<file path="src/rtl/serial_7seg_receiver.sv">
// Receive end of the 7-segment serial display link: synchronizes the data/clock/latch
// stream into i_clk, deserializes 48-bit frames and decodes the six digits.
module serial_7seg_receiver #(
    parameter int FRAME_BITS  = 48,
    parameter int SYNC_STAGES = 2
) (
    input  logic                  i_clk,
    input  logic                  i_reset_n,
    input  logic                  i_en,
    input  logic                  i_serial_data,
    input  logic                  i_serial_clk,
    input  logic                  i_serial_latch,
    output logic [FRAME_BITS-1:0] o_segments,
    output logic [3:0]            o_hours_msb,
    output logic [3:0]            o_hours_lsb,
    output logic [3:0]            o_minutes_msb,
    output logic [3:0]            o_minutes_lsb,
    output logic [3:0]            o_seconds_msb,
    output logic [3:0]            o_seconds_lsb,
    output logic [5:0]            o_dp,
    output logic                  o_frame_stb,
    output logic                  o_frame_err,
    output logic                  o_decode_err
);

    localparam int CNT_W = $clog2(FRAME_BITS + 2);
    localparam logic [CNT_W-1:0] CNT_FRAME = CNT_W'(FRAME_BITS);
    localparam logic [CNT_W-1:0] CNT_MAX   = CNT_W'(FRAME_BITS + 1);

    logic [SYNC_STAGES-1:0] data_sync, clk_sync, latch_sync;
    logic                   clk_prev, latch_prev;
    logic [FRAME_BITS-1:0]  shift_reg, shift_next;
    logic [CNT_W-1:0]       bit_cnt, cnt_next;
    logic [5:0][3:0]        digit_q;
    logic [5:0][4:0]        dec;
    logic                   data_s, clk_s, latch_s;
    logic                   clk_rise, latch_rise, accept, any_dec_err;

    // Returns {illegal, digit}; blank (all segments off) is a legal 4'hF.
    function automatic logic [4:0] decode(input logic [6:0] seg);
        unique case (seg)
            7'h3F:   decode = 5'h00;
            7'h06:   decode = 5'h01;
            7'h5B:   decode = 5'h02;
            7'h4F:   decode = 5'h03;
            7'h66:   decode = 5'h04;
            7'h6D:   decode = 5'h05;
            7'h7D:   decode = 5'h06;
            7'h07:   decode = 5'h07;
            7'h7F:   decode = 5'h08;
            7'h6F:   decode = 5'h09;
            7'h00:   decode = 5'h0F;
            default: decode = 5'h1F;
        endcase
    endfunction

    assign data_s     = data_sync[SYNC_STAGES-1];
    assign clk_s      = clk_sync[SYNC_STAGES-1];
    assign latch_s    = latch_sync[SYNC_STAGES-1];
    assign clk_rise   = clk_s & ~clk_prev & i_en;
    assign latch_rise = latch_s & ~latch_prev & i_en;

    // A clock bit seen in the same cycle as the latch counts toward the latched frame.
    always_comb begin
        // NOTE: defaults first so every path assigns these and no latch is inferred.
        shift_next = shift_reg;
        cnt_next   = bit_cnt;
        if (clk_rise) begin
            shift_next = {shift_reg[FRAME_BITS-2:0], data_s};
            if (bit_cnt != CNT_MAX) cnt_next = bit_cnt + 1'b1;
        end
    end

    assign accept = latch_rise && (cnt_next == CNT_FRAME);

    always_comb begin
        any_dec_err = 1'b0;
        for (int i = 0; i < 6; i++) begin
            dec[i]      = decode(shift_next[8*i +: 7]);
            any_dec_err = any_dec_err | dec[i][4];
        end
    end

    // NOTE: sequential state uses non-blocking assignments so all flops update together.
    always_ff @(posedge i_clk or negedge i_reset_n) begin
        if (!i_reset_n) begin
            data_sync    <= '0;
            clk_sync     <= '0;
            latch_sync   <= '0;
            clk_prev     <= 1'b0;
            latch_prev   <= 1'b0;
            shift_reg    <= '0;
            bit_cnt      <= '0;
            o_segments   <= '0;
            digit_q      <= {6{4'hF}};
            o_dp         <= '0;
            o_frame_stb  <= 1'b0;
            o_frame_err  <= 1'b0;
            o_decode_err <= 1'b0;
        end else begin
            data_sync   <= {data_sync[SYNC_STAGES-2:0], i_serial_data};
            clk_sync    <= {clk_sync[SYNC_STAGES-2:0], i_serial_clk};
            latch_sync  <= {latch_sync[SYNC_STAGES-2:0], i_serial_latch};
            clk_prev    <= clk_s;
            latch_prev  <= latch_s;
            shift_reg   <= shift_next;
            bit_cnt     <= latch_rise ? '0 : cnt_next;
            o_frame_stb <= accept;
            o_frame_err <= latch_rise && !accept;
            if (accept) begin
                o_segments   <= shift_next;
                o_decode_err <= any_dec_err;
                for (int i = 0; i < 6; i++) begin
                    digit_q[i] <= dec[i][3:0];
                    o_dp[i]    <= shift_next[8*i+7];
                end
            end
        end
    end

    assign o_hours_msb   = digit_q[5];
    assign o_hours_lsb   = digit_q[4];
    assign o_minutes_msb = digit_q[3];
    assign o_minutes_lsb = digit_q[2];
    assign o_seconds_msb = digit_q[1];
    assign o_seconds_lsb = digit_q[0];

endmodule
</file>
<file path="config.mk">
export PLATFORM = sky130hd
export DESIGN_NAME = serial_7seg_receiver
export DESIGN_NICKNAME = d
export VERILOG_FILES = /design/src/rtl/serial_7seg_receiver.sv
export SDC_FILE = /design/constraint.sdc
export NUM_CORES = 1
export LEC_CHECK = 0
export BUFFER_PORTS_ARGS = -buffer_cell sky130_fd_sc_hd__buf_2
export CORE_ASPECT_RATIO = 0.9
export CORE_MARGIN = 3
export CORE_UTILIZATION = 45
export CTS_BUF_LIST = sky130_fd_sc_hd__clkbuf_2
export CTS_CLUSTER_DIAMETER = 80
export DETAILED_ROUTE_END_ITERATION = 8
export GPL_TIMING_DRIVEN = 0
export SLEW_MARGIN = 5
export SYNTH_ARGS = -nofsm -noshare
export SYNTH_HDL_FRONTEND = slang
export SYNTH_SLANG_ARGS = --single-unit
</file>
<file path="constraint.sdc">
create_clock -name i_clk -period 3.1 [get_ports i_clk]
set_clock_uncertainty 0.05 [all_clocks]
set_input_delay 0.31 -clock i_clk [delete_from_list [all_inputs] [get_ports i_clk]]
set_output_delay 0.31 -clock i_clk [all_outputs]
set_load 0.005 [all_outputs]
</file>
==> impl_metrics.py, run 1 <==
metrics = {
    "status": {
        "outcome": "completed",
    },
    "critical_path": {
        "path_cells": "nand3b_4 -> buf_4 -> clkbuf_4 -> buf_2 -> nand3b_1 -> a211oi_1 -> nor2_1 -> nand3_1 -> nand4_1 -> o22a_1",
        "cp.arrival_ps": 3500,
        "max_stage_delay_ps": 540,
        "r2r-start": "clk_prev",
        "timing.rr.end": "o_decode_err",
        "path_class": "flip-flop to flip-flop",
        "path_delay_family": "simple AND/OR/NAND/NOR gates",
        "required_ps": 3650,
        "startpoint_type": "flip-flop",
        "reg2reg_depth": 10,
        "worstSetupEndpointType": "flip-flop",
        "worst_path_max_delay_cell": "dfrtp_2",
        "critPathMaxFanout": 10,
        "reg2reg_slack_ps": 140,
        "path_buf_inv": 3,
    },
    "global_route": {
        "track_usage_pct": 27.77,
        "grt_pass1_wl_um": 38670,
        "first_global_vias": 6691,
        "antenna_found_initial": 0,
        "grt_max_degree": 74,
        "grt-ovfl-total": 0,
    },
    "detailed_routing": {
        "drc": 0,
        "finalWirelength_um": 24450,
        "first_pass_iters": 5,
        "vias_per_cell": 6.146,
        "drtIter0Drc": 683,
        "wl_per_cell_um": 21.69,
        "vias": 6927,
        "final_antenna_net_count": 0,
    },
    "final_layout": {
        "drive_gt1_share_pct": 24.03,
        "fill_cells": 1514,
        "final_nets": 919,
        "synthToLayoutAreaGrowth_pct": 14.04,
        "final_area_mm2": 0.008458,
        "multiInputGateArea_mm2": 0.003566,
        "regArea_mm2": 0.003460,
    },
    "clock_tree": {
        "cts_tree": "built",
        "clk_latency_ps": 730,
        "clk_pin_slew_worst_paths_ps": 180,
        "cts_buffer_depth": 2,
        "cts-root-buf": "clkbuf_2",
        "cts_buffers": 17,
        "clock_sinks": 137,
        "htreeDepth": 4,
    },
    "sta": {
        "fin_crit_ps": 2958,
        "slew_viol_final": 0,
        "post-route-period-util_pct": 95.42,
        "fin_tns_setup_ps": 0,
        "max_freq_ghz": 0.3381,
        "hold_viol_final": 0,
        "setup_viol": 0,
        "rsz0062_at_grt": "no",
        "relSlewSlack_pct": 42.10,
        "tightest_slew_ps": 868.5,
    },
    "synthesis": {
        "synth_nets": 810,
        "synth_top_area_cell": "dfrtp_1",
        "synth_cells": 802,
        "synth_common_cells": "nand2_1, dfrtp_1, nor2_1",
        "yosysSeqAreaShare_pct": 46.63,
        "synth_area_leaders": "dfrtp_1, dfstp_2, nand2_1, mux2_2, nor2_1",
        "ys_seq_elements": 137,
        "avgSynthCellArea_um2": 9.248,
        "ys_warn_count": 0,
        "synth_top_area_share_pct": 38.12,
        "yosysMostFrequentCell": "nand2_1",
        "synth_area_mm2": 0.007417,
        "ys_types": 78,
        "synthFlopType": "dfrtp_1",
        "synth_edf_count": 0,
        "async_reset_ff_share_pct": 100.0,
    },
    "power": {
        "powerDensity_mw_per_mm2": 411.3,
        "p_leak_nw": 4.202,
        "peakVddDrop_mv": 0.3786,
    },
    "placed_design": {
        "hpwl_um": 16760,
        "placed_cell_area_mm2": 0.008129,
        "port_buffers": 85,
        "place_congestion": 0.9189,
    },
    "die": {
        "io_pins": 87,
        "fp-row-count": 43,
        "initial_core_util_pct": 47.05,
        "design.core.area_mm2": 0.01576,
        "die_area_mm2": 0.01806,
        "chipHeight_um": 127.8,
        "die_x_um": 141.3,
    },
    "worst_hold_path": {
        "hp-class": "input port to async pin",
    },
    "run": {
        "maxCapViolCount": 0,
    },
}
cells by family after synthesis:
kind of cell	synth area share, %
AOI/OAI and AO/OA	18.20
xor gates and xnor gates	0.3543
adders and majority gates	0.3373
buffers and inverters	5.668
DFF	46.63
muxes	4.723
and+or+nand+nor	24.09
worst reg2reg max path, delay by kind of cell, from the launching register on:
kind            cells  cell delay [ps]
buf+inv             3              860
flops               1              540
simple gates        5              900
compound gates      2              530
layout make-up:
cell class / count / area share (%)
clock inverter: 10 / 1.243
sequential: 137 / 40.90
inverter: 15 / 0.7249
clock buffer: 22 / 1.302
multi-input combinational: 581 / 42.16
timing repair buffer: 92 / 6.109
buffer: 67 / 4.541
antenna: 1 / 0.02959
tap: 202 / 2.988
power breakdown:
group          leakage, nW  internal, mW  total [mW]  switching, mW
sequential            1.80          1.85        1.92         0.0700
clock                0.138         0.376        1.06          0.679
combinational         2.27         0.162       0.508          0.346
total                 4.20          2.38        3.48           1.09
through the flow:
stage                     cells  hold slack [ps]  utilization (%)  total power, mW  worst slack [ps]
after global routing       1126            73.56            53.64            3.649             10.98
after floorplan             802           -35.59                -            2.247             702.5
final                      1127            76.42            53.66            3.479             141.9
after detailed placement   1090            284.7            51.57            2.434            -288.2
after global placement     1089            283.0            51.35            2.420            -289.5
after CTS                  1126            68.90            53.34            3.479             18.47
worst max-delay path by stage:
stage	from	to	slack, ps	cells past startpoint
final	clk_prev	o_decode_err	140	10
after global routing	clk_prev	o_decode_err	10	10
after CTS	clk_prev	o_segments[40]	20	9
after detailed placement	clk_prev	o_seconds_lsb[0]	-290	11
after global placement	clk_prev	o_minutes_lsb[1]	-290	10
after floorplan	bit_cnt[3]	o_decode_err	700	11
routing by layer:
layer / vias up / routed length, µm / track usage [%]
li1: 3140 / - / -
met1: 3437 / 10960 / 39.37
met2: 311 / 11210 / 42.93
met4: 0 / 571 / 8.718
met5: - / 0 / 0
met3: 39 / 1708 / 5.744
what timing repair did:
action / CTS / global route
hold buffers: 5 / 0
hold endpoints to repair: 113 / 0
pin swaps: 0 / 1
setup buffers: 0 / 1
setup endpoints to repair: 58 / 64
gates resized for setup: 9 / 15
gates cloned: 0 / 0
cells in the final DEF (no fill, tap or decap), types with 5 or more instances in the layout:
cell,n
and2_1,8
nand2b_1,8
buf_4,16
clkbuf_1,28
and3_1,7
dlygate4sd3_1,5
buf_2,95
nor2_1,70
mux2_2,24
o22ai_1,14
a31oi_1,38
mux2i_1,8
nand2_1,139
o21a_1,5
dfstp_2,24
nand3_1,21
a221oi_1,5
dfrtp_1,112
clkbuf_2,24
nor3b_1,14
nor3_1,9
a211oi_1,6
o21ai_0,14
or3_1,9
a21o_1,6
a21oi_1,49
nand4b_1,16
and4b_1,9
nand3b_1,6
inv_1,14
buf_6,6
Note: power is estimated with default switching activity, not from simulation.
==> run 2, diff against run 1 <==
Settings changed: BUFFER_PORTS_ARGS -buffer_cell sky130_fd_sc_hd__buf_2 to unset, DONT_BUFFER_PORTS set to 1.
==> run 2 against run 1 <==
Wire length shrank 0.99%. Setup slack worse by 9.6 ps. Combinational power hardly changed. Clock power is essentially flat. Power barely moved. Worst hold slack gained 33 ps. Clock-buffer cell count down 2. Highest routed layer unchanged.
==> impl_metrics.py, run 2 (same netlist as run 1, synthesis figures left out) <==
metrics = {
    "status": {
        "outcome": "completed",
    },
    "die": {
        "io_pins": 87,
        "design.core.area_mm2": 0.01576,
        "die_x_um": 141.3,
        "fp-row-count": 43,
        "die_area_mm2": 0.01806,
        "chipHeight_um": 127.8,
        "initial_core_util_pct": 47.05,
    },
    "sta": {
        "fin_crit_ps": 2968,
        "tightest_slew_ps": 674.1,
        "hold_viol_final": 0,
        "slew_viol_final": 0,
        "max_freq_ghz": 0.3370,
        "post-route-period-util_pct": 95.73,
        "relSlewSlack_pct": 55.06,
        "fin_tns_setup_ps": 0,
        "setup_viol": 0,
    },
    "critical_path": {
        "path_class": "flip-flop to flip-flop",
        "reg2reg_depth": 10,
        "path_cells": "and3b_1 -> buf_4 -> o21ai_4 -> nor4b_1 -> o32ai_1 -> nor3b_2 -> buf_4 -> clkbuf_4 -> buf_2 -> a31oi_1",
        "worst_path_max_delay_cell": "dfrtp_2",
        "critPathMaxFanout": 10,
        "startpoint_type": "flip-flop",
        "timing.rr.end": "o_segments[8]",
        "worstSetupEndpointType": "flip-flop",
        "cp.arrival_ps": 3500,
        "reg2reg_slack_ps": 130,
        "required_ps": 3640,
        "r2r-start": "clk_prev",
        "max_stage_delay_ps": 540,
        "crit_path_frequent_cell": "buf_4",
    },
    "power": {
        "p_leak_nw": 3.747,
        "finalPower_mw": 3.481,
        "powerDensity_mw_per_mm2": 432.2,
        "peakVddDrop_mv": 0.3252,
    },
    "placed_design": {
        "place_congestion": 0.9037,
        "hpwl_um": 16350,
        "placed_cell_area_mm2": 0.007670,
        "port_buffers": 0,
    },
    "clock_tree": {
        "clk_latency_ps": 720,
        "cts_buffers": 17,
        "htreeDepth": 4,
        "cts_buffer_depth": 2,
        "cts-root-buf": "clkbuf_2",
        "clock_sinks": 137,
        "cts_tree": "built",
        "clk_pin_slew_worst_paths_ps": 190,
    },
    "worst_hold_path": {
        "hold_start": "i_serial_clk",
        "hold-path-endpoint": "clk_sync[0]",
        "hp-class": "input port to flip-flop",
        "min_path_cells": 1,
    },
    "global_route": {
        "first_global_vias": 6248,
        "grt_pass1_wl_um": 36940,
        "grt-ovfl-total": 0,
        "grt_max_degree": 138,
        "track_usage_pct": 26.64,
        "antenna_found_initial": 0,
    },
    "final_layout": {
        "layout_common_cells": "nand2_1, dfrtp_1, nor2_1, a21oi_1, a31oi_1",
        "antenna_cells": 0,
        "drive_gt1_share_pct": 16.94,
        "synthToLayoutAreaGrowth_pct": 8.603,
        "layout_commonest_cell": "nand2_1",
        "final_nets": 839,
        "final_area_mm2": 0.008055,
    },
    "detailed_routing": {
        "vias_per_cell": 6.193,
        "finalWirelength_um": 24210,
        "drtIter0Drc": 619,
        "first_pass_iters": 6,
        "final_antenna_net_count": 0,
        "wl_per_cell_um": 23.14,
        "vias": 6478,
        "drc": 0,
    },
    "run": {
        "maxCapViolCount": 0,
    },
}
-- run 2: timing repair --
item / CTS / global route
hold buffers: 4 / 3
resized for setup: 8 / 11
pin swaps: 0 / 1
hold endpoints to repair: 141 / 138
endpoints found under the setup margin: 70 / 54
gates cloned: 0 / 0
setup buffers: 0 / 4
-- run 2: cell type report --
class / instances / area (µm²)
fillers: 1518 / 7709
multi-input cells: 581 / 3555
flip-flops and latches: 137 / 3460
plain buffers: 68 / 381.6
well taps: 202 / 252.7
clock inverters: 12 / 127.6
repair buffers: 11 / 117.6
clock buffers: 20 / 100.1
inverters: 15 / 61.31
-- run 2: metrics by stage --
stage / setup slack (ps) / util [%] / std cells / hold WS, ps
final: 132.3 / 51.10 / 1046 / 109.6
after global routing: -35.85 / 51.10 / 1046 / 14.59
after CTS: 19.63 / 50.42 / 1039 / -860.6
after detailed placement: -293.4 / 48.65 / 1004 / -32.26
after global placement: -325.6 / 48.65 / 1004 / -32.41
after floorplan: 702.5 / - / 802 / -35.59
-- run 2: routing by layer --
layer | part of all wire (%) | global-route usage [%]
met3 | 6.6 | 6.639
met2 | 47 | 40.96
met1 | 45 | 37.95
met4 | 1.7 | 6.553
met5 | 0 | 0
-- run 2: how the worst max path moves through the flow --
stage / from / to / depth (start not counted)
final: clk_prev / o_segments[8] / 10
after global routing: clk_sync[1] / o_segments[46] / 11
after CTS: clk_prev / o_segments[8] / 9
after detailed placement: clk_prev / o_hours_lsb[1] / 9
after global placement: clk_prev / o_seconds_lsb[0] / 11
after floorplan: bit_cnt[3] / o_decode_err / 11
-- run 2: critical path, delay by kind of cell (launching register included) --
kind / cells / cell delay (ps)
and+or+nand+nor: 3 / 820
AOI/OAI and AO/OA: 3 / 460
DFF: 1 / 540
buffers and inverters: 4 / 990
-- run 2: power breakdown --
group | switching (mW) | internal, mW
logic | 0.343 | 0.161
registers | 0.0708 | 1.85
clock network | 0.685 | 0.375
total | 1.10 | 2.38
